==> src/rtl/ul_read_fifo_pkg.sv <==
// ============================================================================
// Module      : ul_read_fifo_pkg
// Description : Shared constants and width helpers for the UL read FIFO port.
//               Pointer and level widths derive from DEPTH_BITS here so the
//               control block and the storage agree on them.
// Revision    : 1.0 - initial release
// ============================================================================
`default_nettype none

package ul_read_fifo_pkg;

   // Width of the saturating dropped-word counter.
   localparam int OVR_CNT_WIDTH = 16;

   // Read/write pointers address N = 2^depth_bits words and wrap modulo N.
   function automatic int ptr_width(input int depth_bits);
      return depth_bits;
   endfunction

   // The fill level must represent 0..N inclusive, so it needs one extra bit.
   function automatic int level_width(input int depth_bits);
      return depth_bits + 1;
   endfunction

endpackage : ul_read_fifo_pkg

`default_nettype wire

==> src/rtl/ul_fifo_mem.sv <==
// ============================================================================
// Module      : ul_fifo_mem
// Description : 2^ADDR_BITS x DATA_WIDTH storage array. Synchronous write,
//               asynchronous read by address. Contents are not reset.
// Revision    : 1.0 - initial release
// ============================================================================
`default_nettype none

module ul_fifo_mem #(
   parameter int DATA_WIDTH = 32,
   parameter int ADDR_BITS  = 4
) (
   input  logic                  clk,
   input  logic                  i_wr_en,
   input  logic [ADDR_BITS-1:0]  i_wr_addr,
   input  logic [DATA_WIDTH-1:0] i_wr_data,
   input  logic [ADDR_BITS-1:0]  i_rd_addr,
   output logic [DATA_WIDTH-1:0] o_rd_data
);

   logic [DATA_WIDTH-1:0] r_mem [0:(1<<ADDR_BITS)-1];

   // Write the incoming word at the write address; storage is never cleared.
   always_ff @(posedge clk) begin
      if (i_wr_en) begin
         r_mem[i_wr_addr] <= i_wr_data;
      end
   end

   // Show-ahead read: the addressed word is presented without a clock delay.
   assign o_rd_data = r_mem[i_rd_addr];

endmodule : ul_fifo_mem

`default_nettype wire

==> src/rtl/ul_read_fifo_port.sv <==
// ============================================================================
// Module      : ul_read_fifo_port
// Description : Show-ahead FIFO feeding the UL read engine. One clock,
//               synchronous active-high reset, synchronous flush.
//               Build option UL_READ_FIFO_DROP_EN: the producer is never
//               back-pressured; words arriving while full (and not
//               draining) are dropped and counted in overrun_count.
//               Without it, in_ready deasserts while full.
// Revision    : 1.0 - initial release
// ============================================================================
`default_nettype none

module ul_read_fifo_port
   import ul_read_fifo_pkg::*;
#(
   parameter int DATA_WIDTH = 32,
   parameter int DEPTH_BITS = 4
) (
   input  logic                     s_ul_clk,
   input  logic                     s_ul_rst,
   input  logic                     flush,
   input  logic [DATA_WIDTH-1:0]    in_data,
   input  logic                     in_valid,
   output logic                     in_ready,
   output logic                     axis_port_valid,
   output logic [DATA_WIDTH-1:0]    axis_port_data,
   input  logic                     axis_port_ready,
   output logic [DEPTH_BITS:0]      fill_level
`ifdef UL_READ_FIFO_DROP_EN
   ,
   output logic [OVR_CNT_WIDTH-1:0] overrun_count
`endif
);

   localparam int PTR_W = ptr_width(DEPTH_BITS);
   localparam int LVL_W = level_width(DEPTH_BITS);

   localparam logic [PTR_W-1:0] c_ptr_one  = PTR_W'(1);
   localparam logic [LVL_W-1:0] c_lvl_one  = LVL_W'(1);
   localparam logic [LVL_W-1:0] c_lvl_full = LVL_W'(1) << DEPTH_BITS;

   logic [PTR_W-1:0]      r_wptr;
   logic [PTR_W-1:0]      r_rptr;
   logic [LVL_W-1:0]      r_level;
   logic                  w_full;
   logic                  w_pop;
   logic                  w_push;
   logic [DATA_WIDTH-1:0] w_rd_data;

   // Valid comes only from the registered level, never from axis_port_ready.
   assign w_full          = (r_level == c_lvl_full);
   assign axis_port_valid = (r_level != '0);
   assign w_pop           = axis_port_valid && axis_port_ready;
   assign axis_port_data  = w_rd_data;
   assign fill_level      = r_level;

`ifdef UL_READ_FIFO_DROP_EN
   logic                     w_drop;
   logic [OVR_CNT_WIDTH-1:0] r_ovr_cnt;

   // Producer is always accepted; a full FIFO only takes the word if a pop
   // frees a slot in the same cycle, otherwise the word is dropped.
   assign in_ready = !s_ul_rst && !flush;
   assign w_push   = in_valid && in_ready && (!w_full || w_pop);
   assign w_drop   = in_valid && in_ready && w_full && !w_pop;
   assign overrun_count = r_ovr_cnt;

   // Saturating count of dropped words; reset and flush clear it.
   always_ff @(posedge s_ul_clk) begin
      if (s_ul_rst || flush) begin
         r_ovr_cnt <= '0;
      end else if (w_drop && (r_ovr_cnt != '1)) begin
         r_ovr_cnt <= r_ovr_cnt + OVR_CNT_WIDTH'(1);
      end
   end
`else
   // Backpressure: refuse while full even if a pop happens this cycle.
   assign in_ready = !s_ul_rst && !w_full;
   assign w_push   = in_valid && in_ready && !flush;
`endif

   // Pointer and level bookkeeping; flush outranks any concurrent push/pop.
   always_ff @(posedge s_ul_clk) begin
      if (s_ul_rst || flush) begin
         r_wptr  <= '0;
         r_rptr  <= '0;
         r_level <= '0;
      end else begin
         if (w_push) begin
            r_wptr <= r_wptr + c_ptr_one;
         end
         if (w_pop) begin
            r_rptr <= r_rptr + c_ptr_one;
         end
         case ({w_push, w_pop})
            2'b10:   r_level <= r_level + c_lvl_one;
            2'b01:   r_level <= r_level - c_lvl_one;
            default: r_level <= r_level;
         endcase
      end
   end

   ul_fifo_mem #(
      .DATA_WIDTH (DATA_WIDTH),
      .ADDR_BITS  (PTR_W)
   ) u_mem (
      .clk       (s_ul_clk),
      .i_wr_en   (w_push),
      .i_wr_addr (r_wptr),
      .i_wr_data (in_data),
      .i_rd_addr (r_rptr),
      .o_rd_data (w_rd_data)
   );

endmodule : ul_read_fifo_port

`default_nettype wire

==> config.mk <==
export PLATFORM = sky130hd
export DESIGN_NAME = ul_read_fifo_port
export DESIGN_NICKNAME = d
export VERILOG_FILES = /design/src/rtl/ul_read_fifo_pkg.sv /design/src/rtl/ul_fifo_mem.sv /design/src/rtl/ul_read_fifo_port.sv
export SDC_FILE = /design/constraint.sdc
export NUM_CORES = 1
export LEC_CHECK = 0
export ABC_AREA = 0
export BUFFER_PORTS_ARGS = -buffer_cell sky130_fd_sc_hd__buf_2
export CAP_MARGIN = 20
export CORE_MARGIN = 2
export CORE_UTILIZATION = 55
export DETAILED_ROUTE_END_ITERATION = 10
export PLACE_DENSITY = 0.75
export SYNTH_ARGS = -nofsm -noshare
export SYNTH_HDL_FRONTEND = slang
export SYNTH_HIERARCHICAL = 1
export SYNTH_SLANG_ARGS = --single-unit
export TNS_END_PERCENT = 30
==> constraint.sdc <==
create_clock -name s_ul_clk -period 5 [get_ports s_ul_clk]
set_clock_uncertainty 0.05 [all_clocks]
set_input_delay 0.75 -clock s_ul_clk [delete_from_list [all_inputs] [get_ports s_ul_clk]]
set_output_delay 0.75 -clock s_ul_clk [all_outputs]
set_load 0.05 [all_outputs]
==> results.tsv <==
stage	metric	value	unit
clock_network	cts hold-fix bufs	0	
status	failing checks	design-rule violations	
final_layout	most frequent cells in the layout	512 x edfxtp_1, 128 x mux4_2, 75 x buf_2	
detailed_routing	DRT Pass-1 Iters	8	
clock_network	Post-CTS Setup Inserts	0	
clock_network	Post-CTS Resized	0	
setup_path	CP max FO	39	
synthesis	Avg Cell Area, Syn	22.5	µm²
sta	min Tclk post-route	3.91	ns
placed_design	gp weighted congestion	0.773	
synthesis	Post-Syn Area	0.0199	mm²
synthesis	Yosys warning total	6	
final_layout	final net count	1034	
sta	Final Hold Slack	0.515	ns
synthesis	Syn Nets	930	
status	status	finished, violations left	
setup_path	Worst EP required	4.20	ns
synthesis	EDFF count, synth	512	
setup_path	worst r2r src	fill_level[0]$_SDFFE_PP0P_	
detailed_routing	DRC errors left	6	
placed_design	IO buf count	75	
sta	setup tns final	0	ns
synthesis	Distinct cells, synth	41	
sta	Final Hold Fails	0	
sta	Slew HR	26.8	%
synthesis	cells after synthesis	886	
clock_network	Clock Tree Buf Depth	3	
setup_path	Setup Crit Path Kind	reg2out	
floorplanning	Die ar.	0.0378	mm²
clock_network	clock slew at reported path FFs	0.06	ns
sta	Final Setup Violations	0	
global_route	vias in the first global route	9680	
synthesis	Primary FF master, synth	edfxtp_1	
setup_path	r2r endpoint	u_mem/r_mem[1][10]$_DFFE_PP_	
global_route	initial antenna violation count	2	
synthesis	Seq cells post-synth	525	
final_layout	layout cells sized above 1	30.8	%
global_route	all-layer global routing usage	21.5	%
setup_path	CP arrival	3.11	ns
setup_path	Startpoint Class	flip-flop	
worst_hold_path	worst hold path type	in2reg	
setup_path	R2R depth	6	
clock_network	htree depth	2	
detailed_routing	WL final	40.0	mm
floorplanning	I/O pins	76	
power_and_ir_drop	Max VDD drop	277	µV
floorplanning	DIE HEIGHT	194	µm
sta	RSZ-0062 raised after global routing	false	
floorplanning	core footprint	0.0357	mm²
synthesis	Seq/Total Area, Yosys	78.4	%
clock_network	TritonCTS buffer count	49	
clock_network	Clock Sinks	525	
clock_network	clock latency on the worst-skew pair	0.55	ns
sta	Slew Limit Fails	0	
floorplanning	row count	69	
global_route	first-pass GRT wire length	60.2	mm
setup_path	reg-to-reg slack, setup	1.53	ns
power_and_ir_drop	P_leak	7.04	nW
synthesis	asr flop ratio synth	0	%
final_layout	fillers	2328	
worst_hold_path	hold depth	4	
detailed_routing	Final ANT Viol Nets	0	
clock_network	clock root buffer	clkbuf_16	
clock_network	CTS tree	built	
global_route	total grt overflow	0	
detailed_routing	drt via density	6.29	
detailed_routing	Initial DRC Count	862	
power_and_ir_drop	pwr/cell area	378	mW/mm²
global_route	pin count of the biggest net entering global routing	84	
sta	worst slew pin tran	1.10	ns
floorplanning	Die W	194	µm
final_layout	commonest non-fill, non-tap cell in the layout	edfxtp_1	
sta	final worst path period share	78.1	%
detailed_routing	DR vias	9386	
setup_path	CP endpoint kind	output pin	
final_layout	area growth from synthesis to layout	13.4	%
worst_hold_path	hold path start	flush	
detailed_routing	WL per Instance	26.8	µm
sta	achievable clock frequency	256	MHz
placed_design	Final HPWL DP	22.9	mm
worst_hold_path	WHS Endpoint	fill_level[4]$_SDFFE_PP0P_	
floorplanning	starting density of the core	55.9	%
flow_run	Max Cap Viol	0	
==> per-stage QoR <==
stage                     util, %  setup WS [ns]  std cells  power, mW  instance area [µm²]
after floorplan                 -          0.331        886       5.02                20000
after global placement       58.9           1.30       1396       5.11                21000
after detailed placement     58.9           1.29       1396       5.12                21000
after CTS                    63.2           1.03       1487       8.60                22500
after global routing         63.4          0.922       1491       8.78                22600
final                        63.4           1.09       1492       8.54                22600
==> logic make-up after synthesis <==
family	count (synthesis)	share of synthesized area, %
XOR/XNOR	7	0.307
AO/OA/AOI/OAI	78	2.92
AND/OR/NAND/NOR	89	2.08
flip-flops	525	78.4
multiplexers	131	14.6
adder cells (fa/ha/maj)	7	0.477
buffers and inverters	49	1.24
==> layer usage <==
metal | routed length [µm] | global-route usage (%)
met5 | 0 | 0
met4 | 653 | 5.10
met3 | 2930 | 4.48
met2 | 20000 | 34.9
met1 | 16400 | 30.6
==> worst max-delay path, stage by stage, from the launching register on <==
cell and delay (ns):
dfxtp_4 0.87, buf_4 0.37, mux4_2 0.55, a22oi_1 0.36, nand2_1 0.12, buf_2 0.23
==> flip-flops by register name (all words and copies together), names as in the netlist <==
name and cells:
fill_level 5, u_mem/r_mem 512, r_rptr 4, r_wptr 4
==> power by group <==
part | switching (mW) | total [mW] | internal [mW]
combinational | 0.135 | 0.182 | 0.0473
clock | 1.51 | 3.52 | 2.01
sequential | 0.00638 | 4.84 | 4.83
==> layout make-up <==
class / instances / area [µm²] / share of cell area, %
diodes: 1 / 2.50 / 0.0111
clock buffers: 62 / 1320 / 5.82
clock inverters: 29 / 201 / 0.890
inverters: 3 / 11.3 / 0.0498
multi-input cells: 312 / 4210 / 18.6
flip-flops and latches: 525 / 15600 / 69.1
well taps: 461 / 577 / 2.55
repair buffers: 99 / 663 / 2.93
==> Yosys cell counts (all sizes together) (4+ instances only) <==
| master | count | area share, % |
|---|---|---|
| a22oi | 64 | 2.4 |
| clkbuf | 20 | 0.38 |
| nor2 | 26 | 0.49 |
| a21oi | 5 | 0.13 |
| ha | 6 | 0.38 |
| dfxtp | 13 | 1.3 |
| nor3 | 4 | 0.10 |
| xnor2 | 4 | 0.18 |
| edfxtp | 512 | 77 |
| nand3 | 6 | 0.15 |
| nand2 | 35 | 0.66 |
| mux4 | 128 | 14 |
| buf | 26 | 0.80 |
==> worst max-delay path by stage <==
stage / from / endpoint / slack [ns] / cells after the start
after floorplan: fill_level[0]$_SDFFE_PP0P_ / u_mem/r_mem[8][0]$_DFFE_PP_ / 0.33 / 6
final: r_rptr[0]$_SDFFE_PP0P_ / axis_port_data[27] / 1.09 / 5
after global placement: in_valid / u_mem/r_mem[3][15]$_DFFE_PP_ / 1.30 / 7
after CTS: r_rptr[0]$_SDFFE_PP0P_ / axis_port_data[13] / 1.03 / 5
after detailed placement: in_valid / u_mem/r_mem[3][14]$_DFFE_PP_ / 1.29 / 7
after global routing: r_rptr[0]$_SDFFE_PP0P_ / axis_port_data[27] / 0.92 / 5
No activity file was read; power rests on OpenSTA's default activity.
